**config.mk**
```make
export PLATFORM = sky130hd
export DESIGN_NAME = rect_fill_draw
export DESIGN_NICKNAME = d
export VERILOG_FILES = /design/src/rtl/rect_fill_draw.sv
export SDC_FILE = /design/constraint.sdc
export NUM_CORES = 1
export LEC_CHECK = 0
export BUFFER_PORTS_ARGS = -buffer_cell sky130_fd_sc_hd__buf_2
export CORE_ASPECT_RATIO = 1.25
export CORE_MARGIN = 8
export CORE_UTILIZATION = 47
export DETAILED_ROUTE_END_ITERATION = 10
export SYNTH_ARGS = -nofsm -noshare
export SYNTH_HDL_FRONTEND = slang
export SYNTH_SLANG_ARGS = --single-unit
```
**constraint.sdc**
```tcl
create_clock -name clk -period 5 [get_ports clk]
set_clock_uncertainty 0.15 [all_clocks]
set_input_delay 0.25 -clock clk [delete_from_list [all_inputs] [get_ports clk]]
set_output_delay 0.25 -clock clk [all_outputs]
set_load 0.02 [all_outputs]
```
**src/rtl/rect_fill_draw.sv**
```systemverilog
// rtl/rect_fill_draw.sv - multi-rectangle solid/outline/checker draw source for the shared frame-buffer write bus
module rect_fill_draw #(
    parameter int SOURCE_ID   = 0,
    parameter int SEL_WIDTH   = 4,
    parameter int COLOR_DEPTH = 9,
    parameter int NUM_RECTS   = 4,
    parameter int COORD_W     = 10,
    parameter int SCREEN_W    = 640,
    parameter int SCREEN_H    = 480,
    parameter int CHECK_LOG2  = 3
) (
    input  logic                   clk,
    input  logic                   resetN,
    input  logic                   start,
    input  logic [SEL_WIDTH-1:0]   write_source_sel,
    input  logic                   write_ready,
    input  logic                   cfg_we,
    input  logic [((NUM_RECTS > 1) ? $clog2(NUM_RECTS) : 1)-1:0] cfg_idx,
    input  logic [COORD_W-1:0]     cfg_x,
    input  logic [COORD_W-1:0]     cfg_y,
    input  logic [COORD_W-1:0]     cfg_w,
    input  logic [COORD_W-1:0]     cfg_h,
    input  logic [COLOR_DEPTH-1:0] cfg_color,
    input  logic [1:0]             cfg_mode,
    input  logic                   cfg_en,
    output logic [31:0]            write_x_addr,
    output logic [31:0]            write_y_addr,
    output logic [COLOR_DEPTH-1:0] write_color_data,
    output logic                   write_transparent,
    output logic                   write_active,
    output logic                   busy,
    output logic                   done
);
    localparam int IDX_W = (NUM_RECTS > 1) ? $clog2(NUM_RECTS) : 1;
    localparam int NRW   = IDX_W + 1;
    localparam int CW1   = COORD_W + 1;
    localparam logic [CW1-1:0]       SCR_W  = CW1'(SCREEN_W);
    localparam logic [CW1-1:0]       SCR_H  = CW1'(SCREEN_H);
    localparam logic [NRW-1:0]       NR     = NRW'(NUM_RECTS);
    localparam logic [IDX_W-1:0]     LAST_R = IDX_W'(NUM_RECTS - 1);
    localparam logic [SEL_WIDTH-1:0] OWN_ID = SEL_WIDTH'(SOURCE_ID);

    typedef enum logic [2:0] {S_IDLE, S_LATCH, S_SETUP, S_DRAW, S_DONE} state_t;

    state_t state_q, state_d;

    logic [COORD_W-1:0]     cx_q [NUM_RECTS];
    logic [COORD_W-1:0]     cy_q [NUM_RECTS];
    logic [COORD_W-1:0]     cw_q [NUM_RECTS];
    logic [COORD_W-1:0]     ch_q [NUM_RECTS];
    logic [COLOR_DEPTH-1:0] ccol_q [NUM_RECTS];
    logic [1:0]             cmode_q [NUM_RECTS];
    logic                   cen_q [NUM_RECTS];

    logic [COORD_W-1:0]     wx_q [NUM_RECTS];
    logic [COORD_W-1:0]     wy_q [NUM_RECTS];
    logic [COORD_W-1:0]     ww_q [NUM_RECTS];
    logic [COORD_W-1:0]     wh_q [NUM_RECTS];
    logic [COLOR_DEPTH-1:0] wcol_q [NUM_RECTS];
    logic [1:0]             wmode_q [NUM_RECTS];
    logic                   wen_q [NUM_RECTS];

    logic [IDX_W-1:0] r_q, r_d;
    logic [CW1-1:0]   x_q, x_d, y_q, y_d, xe_q, xe_d, ye_q, ye_d;

    logic [CW1-1:0] cur_x0, cur_y0, cur_w, cur_h, sum_x, sum_y, xe_c, ye_c;
    logic [CW1-1:0] right_c, bottom_c, dx, dy;
    logic           skip, last, owner, adv;

    // Host-side slots: writable at any time, only sampled into the working copy at LATCH
    always_ff @(posedge clk or negedge resetN) begin
        if (!resetN) begin
            for (int i = 0; i < NUM_RECTS; i++) begin
                cx_q[i] <= '0; cy_q[i] <= '0; cw_q[i] <= '0; ch_q[i] <= '0;
                ccol_q[i] <= '0; cmode_q[i] <= '0; cen_q[i] <= 1'b0;
            end
        end else if (cfg_we && ({1'b0, cfg_idx} < NR)) begin
            cx_q[cfg_idx]    <= cfg_x;
            cy_q[cfg_idx]    <= cfg_y;
            cw_q[cfg_idx]    <= cfg_w;
            ch_q[cfg_idx]    <= cfg_h;
            ccol_q[cfg_idx]  <= cfg_color;
            cmode_q[cfg_idx] <= cfg_mode;
            cen_q[cfg_idx]   <= cfg_en;
        end
    end

    always_ff @(posedge clk or negedge resetN) begin
        if (!resetN) begin
            for (int i = 0; i < NUM_RECTS; i++) begin
                wx_q[i] <= '0; wy_q[i] <= '0; ww_q[i] <= '0; wh_q[i] <= '0;
                wcol_q[i] <= '0; wmode_q[i] <= '0; wen_q[i] <= 1'b0;
            end
        end else if (state_q == S_LATCH) begin
            for (int i = 0; i < NUM_RECTS; i++) begin
                wx_q[i] <= cx_q[i]; wy_q[i] <= cy_q[i]; ww_q[i] <= cw_q[i]; wh_q[i] <= ch_q[i];
                wcol_q[i] <= ccol_q[i]; wmode_q[i] <= cmode_q[i]; wen_q[i] <= cen_q[i];
            end
        end
    end

    always_ff @(posedge clk or negedge resetN) begin
        if (!resetN) begin
            state_q <= S_IDLE;
            r_q     <= '0;
            x_q     <= '0;
            y_q     <= '0;
            xe_q    <= '0;
            ye_q    <= '0;
        end else begin
            state_q <= state_d;
            r_q     <= r_d;
            x_q     <= x_d;
            y_q     <= y_d;
            xe_q    <= xe_d;
            ye_q    <= ye_d;
        end
    end

    // Geometry of the slot under the current index, one bit wider so sums cannot wrap
    always_comb begin
        cur_x0   = {1'b0, wx_q[r_q]};
        cur_y0   = {1'b0, wy_q[r_q]};
        cur_w    = {1'b0, ww_q[r_q]};
        cur_h    = {1'b0, wh_q[r_q]};
        sum_x    = cur_x0 + cur_w;
        sum_y    = cur_y0 + cur_h;
        xe_c     = (sum_x > SCR_W) ? SCR_W : sum_x;
        ye_c     = (sum_y > SCR_H) ? SCR_H : sum_y;
        right_c  = sum_x - CW1'(1);
        bottom_c = sum_y - CW1'(1);
        dx       = x_q - cur_x0;
        dy       = y_q - cur_y0;
        skip     = !wen_q[r_q] || (cur_w == '0) || (cur_h == '0) ||
                   (cur_x0 >= SCR_W) || (cur_y0 >= SCR_H);
        last     = (r_q == LAST_R);
        owner    = (write_source_sel == OWN_ID);
        adv      = (state_q == S_DRAW) && owner && write_ready;
    end

    always_comb begin
        state_d = state_q;
        r_d     = r_q;
        x_d     = x_q;
        y_d     = y_q;
        xe_d    = xe_q;
        ye_d    = ye_q;
        case (state_q)
            S_IDLE:  if (start) state_d = S_LATCH;
            S_LATCH: begin
                state_d = S_SETUP;
                r_d     = '0;
            end
            S_SETUP: begin
                if (skip) begin
                    if (last) state_d = S_DONE;
                    else      r_d     = r_q + IDX_W'(1);
                end else begin
                    x_d     = cur_x0;
                    y_d     = cur_y0;
                    xe_d    = xe_c;
                    ye_d    = ye_c;
                    state_d = S_DRAW;
                end
            end
            S_DRAW: begin
                if (adv) begin
                    if (x_q + CW1'(1) == xe_q) begin
                        x_d = cur_x0;
                        if (y_q + CW1'(1) == ye_q) begin
                            if (last) begin
                                state_d = S_DONE;
                            end else begin
                                r_d     = r_q + IDX_W'(1);
                                state_d = S_SETUP;
                            end
                        end else begin
                            y_d = y_q + CW1'(1);
                        end
                    end else begin
                        x_d = x_q + CW1'(1);
                    end
                end
            end
            S_DONE:  state_d = S_IDLE;
            default: state_d = S_IDLE;
        endcase
    end

    // Bus outputs are forced to zero when not presenting so sources can be OR-combined
    always_comb begin
        busy              = (state_q != S_IDLE);
        done              = (state_q == S_DONE);
        write_active      = (state_q == S_DRAW) && owner;
        write_x_addr      = '0;
        write_y_addr      = '0;
        write_color_data  = '0;
        write_transparent = 1'b0;
        if (write_active) begin
            write_x_addr     = 32'(x_q);
            write_y_addr     = 32'(y_q);
            write_color_data = wcol_q[r_q];
            case (wmode_q[r_q])
                2'd1:    write_transparent = !((x_q == cur_x0) || (x_q == right_c) ||
                                               (y_q == cur_y0) || (y_q == bottom_c));
                2'd2:    write_transparent = dx[CHECK_LOG2] ^ dy[CHECK_LOG2];
                default: write_transparent = 1'b0;
            endcase
        end
    end
endmodule
```
== Word level (Yosys, flattened, before mapping) ==
Cells that the tools add are included.
Operators by class
  add/subtract/negate cells: 9
  order comparisons: 7
  equal/unequal tests: 21
  multiplexer cells: 66
  bitwise operators: 4
  reductions and logical operators: 24
Operator list (number)
  40-bit bitwise mux: 4
  11-bit two-way mux: 11
  10-bit two-way mux: 9
  10-bit binary-select mux with 2-bit select: 4
  11-bit equality test: 4
  11-bit case mux with 2 select lines: 2
  36-bit bitwise mux: 1
  9-bit two-way mux: 4
  10-bit by 10-bit adder with 11-bit output: 2
  11-bit by 1-bit adder with 11-bit output, second input constant: 2
  11-bit by 10-bit equality test with 1-bit output: 2
  11-bit by 1-bit subtractor with 11-bit output, second input constant: 2
  3-bit two-way mux: 7
  10-bit demux with 2-bit select: 1
  10-bit logical NOT: 2
  9-bit binary-select mux with 2-bit select: 1
  9-bit demux with 2-bit select: 1
  2-bit two-way mux: 8
  5-bit AND reduction: 3
  3-bit case mux with 4 select lines: 1
  11-bit by 10-bit greater-than comparator with 1-bit output, second input constant: 1
  11-bit by 9-bit greater-than comparator with 1-bit output, second input constant: 1
  10-bit greater-or-equal comparator, second input constant: 1
  10-bit by 9-bit greater-or-equal comparator with 1-bit output, second input constant: 1
  other kinds (33): 56
Word-level totals
  bits in registers: 465
  bits of input ports: 63
  output and inout port bits: 77

== Depth between registers and ports, before layout ==
  word-level depth: 13
  gate-level depth with buffers: 17
  depth with buffers taken out: 13

== Worst setup path before layout ==
Ideal clock, no wire load.
  path kind: register to output
  start: register r_q[0]
  end: output write_transparent
  data arrival time: 4.463 ns
  required time: 4.600 ns
  setup slack: 0.137 ns
  stages on the path, launching flop included: 17
  buffers on the path: 4
  path through: dfrtp_1 > buf_6 > buf_12 > buf_4 > buf_2 > mux4_2 > ha_1 > fa_1 > a211o_1 > and2_1 > o311ai_1 > nor4_1 > a21oi_1 > nor3b_1 > nor3_1 > a211oi_1 > a311oi_1
Between the ends
  word-level cells in the longest chain between the ends: 13
  elaborated cells between the ends (all ways): 35
  those cells by class: add/sub: 6; eq/ne: 6; mux: 17; bitwise: 2; reduce/logical: 4
Ends and longest elaborated chain
  start, declared: RTL line 63  | logic [IDX_W-1:0] r_q, r_d;
  start signal, assigned: RTL line 112  | r_q <= r_d;
  2-bit NOT with 3-bit output (implied by the code) (*)
  10-bit binary-select mux with 2-bit select, on equally long branches: RTL line 122, 124
  10-bit two-way mux, on equally long branches (2 in series): RTL line 122, 124
  10-bit by 10-bit adder with 11-bit output: RTL line 126  | sum_x = cur_x0 + cur_w;
  11-bit by 1-bit subtractor with 11-bit output: RTL line 130  | right_c = sum_x - CW1'(1);
  11-bit equality test: RTL line 204  | 2'd1: write_transparent = !((x_q == cur_x0) || (x_q == right_c) ||
  1-bit logical OR (2 in series): RTL line 204
  1-bit logical OR: RTL line 205  | (y_q == cur_y0) || (y_q == bottom_c));
  1-bit logical NOT: RTL line 204
  1-bit case mux with 2 select lines (*): RTL line 203  | case (wmode_q[r_q])
  1-bit two-way mux (*): RTL line 199  | if (write_active) begin
  end, declared: RTL line 29  | output logic write_transparent,
Every way passes the cells marked *; elsewhere a longest branch is shown, timed or not. The select of a mux whose other input is x is not followed.

== Worst setup path in the final report ==
Same ends and word-level chain as after synthesis.

==> run_results.csv <==
group,metric,value,unit
final_layout,layout.core_utilization,0.556,
clocking,cts_buffers,47,
logic_synthesis,syn_area,0.0222,mm2
worst_setup_path,worstSetupEndpointType,"output port",
final_layout,drive_above_1_share,0.418,
detailed_routing,detail_route.vias_per_cell,5.48,
worst_setup_path,timing.critical_path.arrival,4580,ps
final_layout,synthToLayoutAreaGrowth,17.7,%
logic_synthesis,synth.largest_area_cell,"sky130_fd_sc_hd__dfrtp_1",
timing,fmax,201,MHz
worst_setup_path,criticalPathCategory,"register to output port",
floorplan,fp.coreArea,0.0469,mm2
timing,slew_viol_final,0,
place,dp_hpwl,33400,um
detailed_routing,drtPass1Iterations,5,
logic_synthesis,synth_top_flop_cell,"sky130_fd_sc_hd__dfrtp_1",
global_route,first_pass_grt_wire_length,82900,um
global_route,grt_util_all_layers,0.192,
logic_synthesis,yosys.area.top_type_share,0.525,
clocking,clock_latency_at_the_later_pin_of_the_worst_skew_pair,580,ps
detailed_routing,dr_total_vias,13700,
place,routability_driven_placement_congestion_ratio,0.845,
worst_setup_path,timing.reg2reg.worst_path_depth,12,
logic_synthesis,netlist_instances,1634,
clocking,htree_num_levels,2,
power_and_ir_drop,power_density_over_cell_area,782,mW/mm2
worst_setup_path,critPathLaunchType,"register",
timing,setup_viol,0,
clocking,clkTransAtPathRegs,60,ps
final_layout,fillCellCount,3899,
logic_synthesis,synth-seq-cells,465,
logic_synthesis,synthXorXnorAreaFrac,0.0373,
floorplan,io_pins,140,
logic_synthesis,synth_top_family_by_area,"multiplexers",
floorplan,fp.dieArea,0.0544,mm2
logic_synthesis,synthSimpleGateAreaFrac,0.0588,
floorplan,placementRows,89,
global_route,grt_antenna_before_repair,2,
worst_setup_path,critical_path.reg2reg.endpoint,"y_q[5]",
logic_synthesis,synth.area.top_cells,"sky130_fd_sc_hd__dfrtp_1, sky130_fd_sc_hd__mux2_2, sky130_fd_sc_hd__mux4_2, sky130_fd_sc_hd__xnor2_1, sky130_fd_sc_hd__ha_1",
power_and_ir_drop,irDropWorstVdd,399,uV
timing,fin_hold_ws,175,ps
timing,transition_time_of_the_tightest_slew_check_pin,1050,ps
timing,period_needed,4980,ps
place,place.port_buffers,97,
worst_setup_path,timing.critical_path.slowest_stage_cell,"sky130_fd_sc_hd__dfrtp_4",
logic_synthesis,ys.warnings.count,0,
detailed_routing,wl_per_cell,20.7,um
status,status,"completed",
floorplan,die_height,259,um
logic_synthesis,async_reset_ff_frac,1.00,
clocking,numClockSinks,465,
worst_setup_path,critPathMaxStageDelay,510,ps
logic_synthesis,number_of_enable_flip_flop_cells_after_synthesis,0,
logic_synthesis,synth-compound-area-share,0.0487,
worst_setup_path,crit_fanout,6,
global_route,grt_overflow_total,0,
floorplan,width_of_the_die,210,um
clocking,clk_path_buf_depth,3,
final_layout,nets,1920,
logic_synthesis,syn_area_per_cell,13.6,um2
worst_hold_path,min_path_type,"input pin to asynchronous set/reset pin",
detailed_routing,detailed_route_iter0_violations,703,
timing,final_hold_viol_count,0,
clocking,cts_tree,"built",
worst_setup_path,source_of_the_worst_register_to_register_timing_path,"r_q[0]",
clocking,ctsRootBufferMaster,"sky130_fd_sc_hd__clkbuf_16",
logic_synthesis,synthMostInstantiatedCell,"sky130_fd_sc_hd__dfrtp_1",
logic_synthesis,synth_commonest_cells,"sky130_fd_sc_hd__dfrtp_1, sky130_fd_sc_hd__mux2_2, sky130_fd_sc_hd__clkbuf_1",
timing,grt_setup_unrepaired,"yes",
logic_synthesis,synth-adder-area-share,0.0221,
logic_synthesis,synth_sequential_area_ratio,0.525,
global_route,first_global_vias,14500,
global_route,grt_max_degree,143,
timing,max_slew_margin,0.300,
detailed_routing,drt_wl_total,51600,um
worst_setup_path,crit_start,"r_q[0]",
floorplan,initial_core_util,0.473,
timing,layout_worst_path_cycle_share,0.996,
detailed_routing,final_antenna_net_count,0,
logic_synthesis,synth.lib_cells_used.distinct,73,
logic_synthesis,mux_cell_area_share_after_synthesis,0.271,
power_and_ir_drop,total_leakage_power,11.1,nW
worst_setup_path,cp_required,4600,ps
detailed_routing,drc,0,
timing,setup_total_negative_slack,0,ps
worst_setup_path,crit_path_cell_trace,"buf_8 > buf_12 > buf_8 > mux4_2 > inv_2 > fa_2 > nor2b_4 > o2111ai_2 > a21boi_2 > a31oi_2 > buf_4 > a311o_1 > buf_6 > nand4b_1 > o311ai_4 > a311oi_4 > buf_6",
run,max_cap_violations,0,
worst_setup_path,rrSetupSlack,1010,ps
## cell usage in the layout (no fill, tap or decap), types with 9 or more instances in the layout
master and n:
sky130_fd_sc_hd__a21oi_1 37, sky130_fd_sc_hd__nand2_1 27, sky130_fd_sc_hd__buf_2 95, sky130_fd_sc_hd__clkbuf_1 13
sky130_fd_sc_hd__mux2i_1 9, sky130_fd_sc_hd__dfrtp_1 463, sky130_fd_sc_hd__nor4_1 12, sky130_fd_sc_hd__dlygate4sd3_1 53
sky130_fd_sc_hd__nor2_1 47, sky130_fd_sc_hd__mux2_2 419, sky130_fd_sc_hd__buf_6 9, sky130_fd_sc_hd__and2_1 37
sky130_fd_sc_hd__inv_1 33, sky130_fd_sc_hd__conb_1 42, sky130_fd_sc_hd__mux4_2 52, sky130_fd_sc_hd__nor2b_1 14
sky130_fd_sc_hd__xor2_1 24, sky130_fd_sc_hd__nand4_1 10, sky130_fd_sc_hd__a22o_1 12, sky130_fd_sc_hd__o21ai_1 17
sky130_fd_sc_hd__nand3_1 20, sky130_fd_sc_hd__clkbuf_16 49, sky130_fd_sc_hd__o21ai_0 13, sky130_fd_sc_hd__buf_4 56
sky130_fd_sc_hd__nor3_1 18, sky130_fd_sc_hd__xnor2_1 53, sky130_fd_sc_hd__ha_1 27
## sequential cells by signal (all words and copies together) (netlist names)
register and count:
xe_q 11, ccol_q 36, cw_q 40, ch_q 40, state_q 3, ww_q 40, cy_q 40, cmode_q 8
wcol_q 36, cx_q 40, wy_q 40, r_q 2, x_q 11, wh_q 40, y_q 11, ye_q 11
cen_q 4, wen_q 4, wmode_q 8, wx_q 40
## layout make-up
type	count	area, um2	share of cell area
antenna	3	7.51	0.000288
clock inverter	13	170	0.00652
clock buffer	68	1360	0.0521
timing repair buffer	224	1750	0.0669
sequential	465	11600	0.446
multi-input combinational	1046	10200	0.392
inverter	35	131	0.00504
tap	637	797	0.0306
## how the worst max path moves through the flow
stage               slack [ps]  depth (start not counted)           endpoint
floorplan                  140                         16  write_transparent
global placement           240                         17  write_transparent
detailed placement         200                         16  write_transparent
CTS                         -7                         16  write_transparent
global route              -130                         16  write_transparent
finish                      20                         17  write_transparent
## power by group
group / internal, mW / total [mW] / switching, mW / leakage [nW]
logic: 5.45 / 10.8 / 5.34 / 4.81
clock network: 2.08 / 3.52 / 1.44 / 0.747
registers: 5.11 / 6.07 / 0.951 / 5.55
## worst max-delay path, delay by kind of cell, from the launching register on
kind / cells / cell delay [ps]
AO/OA/AOI/OAI: 6 / 1410
adder cells (fa/ha/maj): 1 / 460
buffers and inverters: 7 / 960
flip-flops: 1 / 510
multiplexers: 1 / 390
AND/OR/NAND/NOR: 2 / 300
## per-layer routing
layer	GRT usage	wire length, um	vias to the layer above
met5	0	0	-
met4	0.0641	1430	0
met3	0.0331	2060	79
met2	0.311	25100	255
met1	0.260	23100	7100
li1	-	-	6221
## stage by stage
stage | total power, mW | setup slack [ps] | area, um2 | std cells
after floorplan | 12.9 | 137 | 22300 | 1675
after global placement | 15.2 | 241 | 23400 | 2326
after detailed placement | 15.4 | 199 | 23400 | 2326
after CTS | 19.9 | -6.85 | 25800 | 2476
after global routing | 21.8 | -133 | 26100 | 2490
final | 20.4 | 17.7 | 26100 | 2491
## kinds of logic (layout without fill, tap and decap cells)
logic type	after synthesis	after routing
adders and majority gates	38	38
DFF	465	465
other	1	45
AOI/OAI and AO/OA	158	158
and+or+nand+nor	238	238
xor gates and xnor gates	88	88
buffers and inverters	164	340
muxes	482	482
## what timing repair did
action,in CTS,in global routing
endpoints found under the hold margin,316,0
setup endpoints to repair,1,1
buffers inserted,18,12
resized for setup,51,24
hold buffers,53,0
pin swaps,16,18
gates cloned,1,0
(Power assumes the default switching activity.)
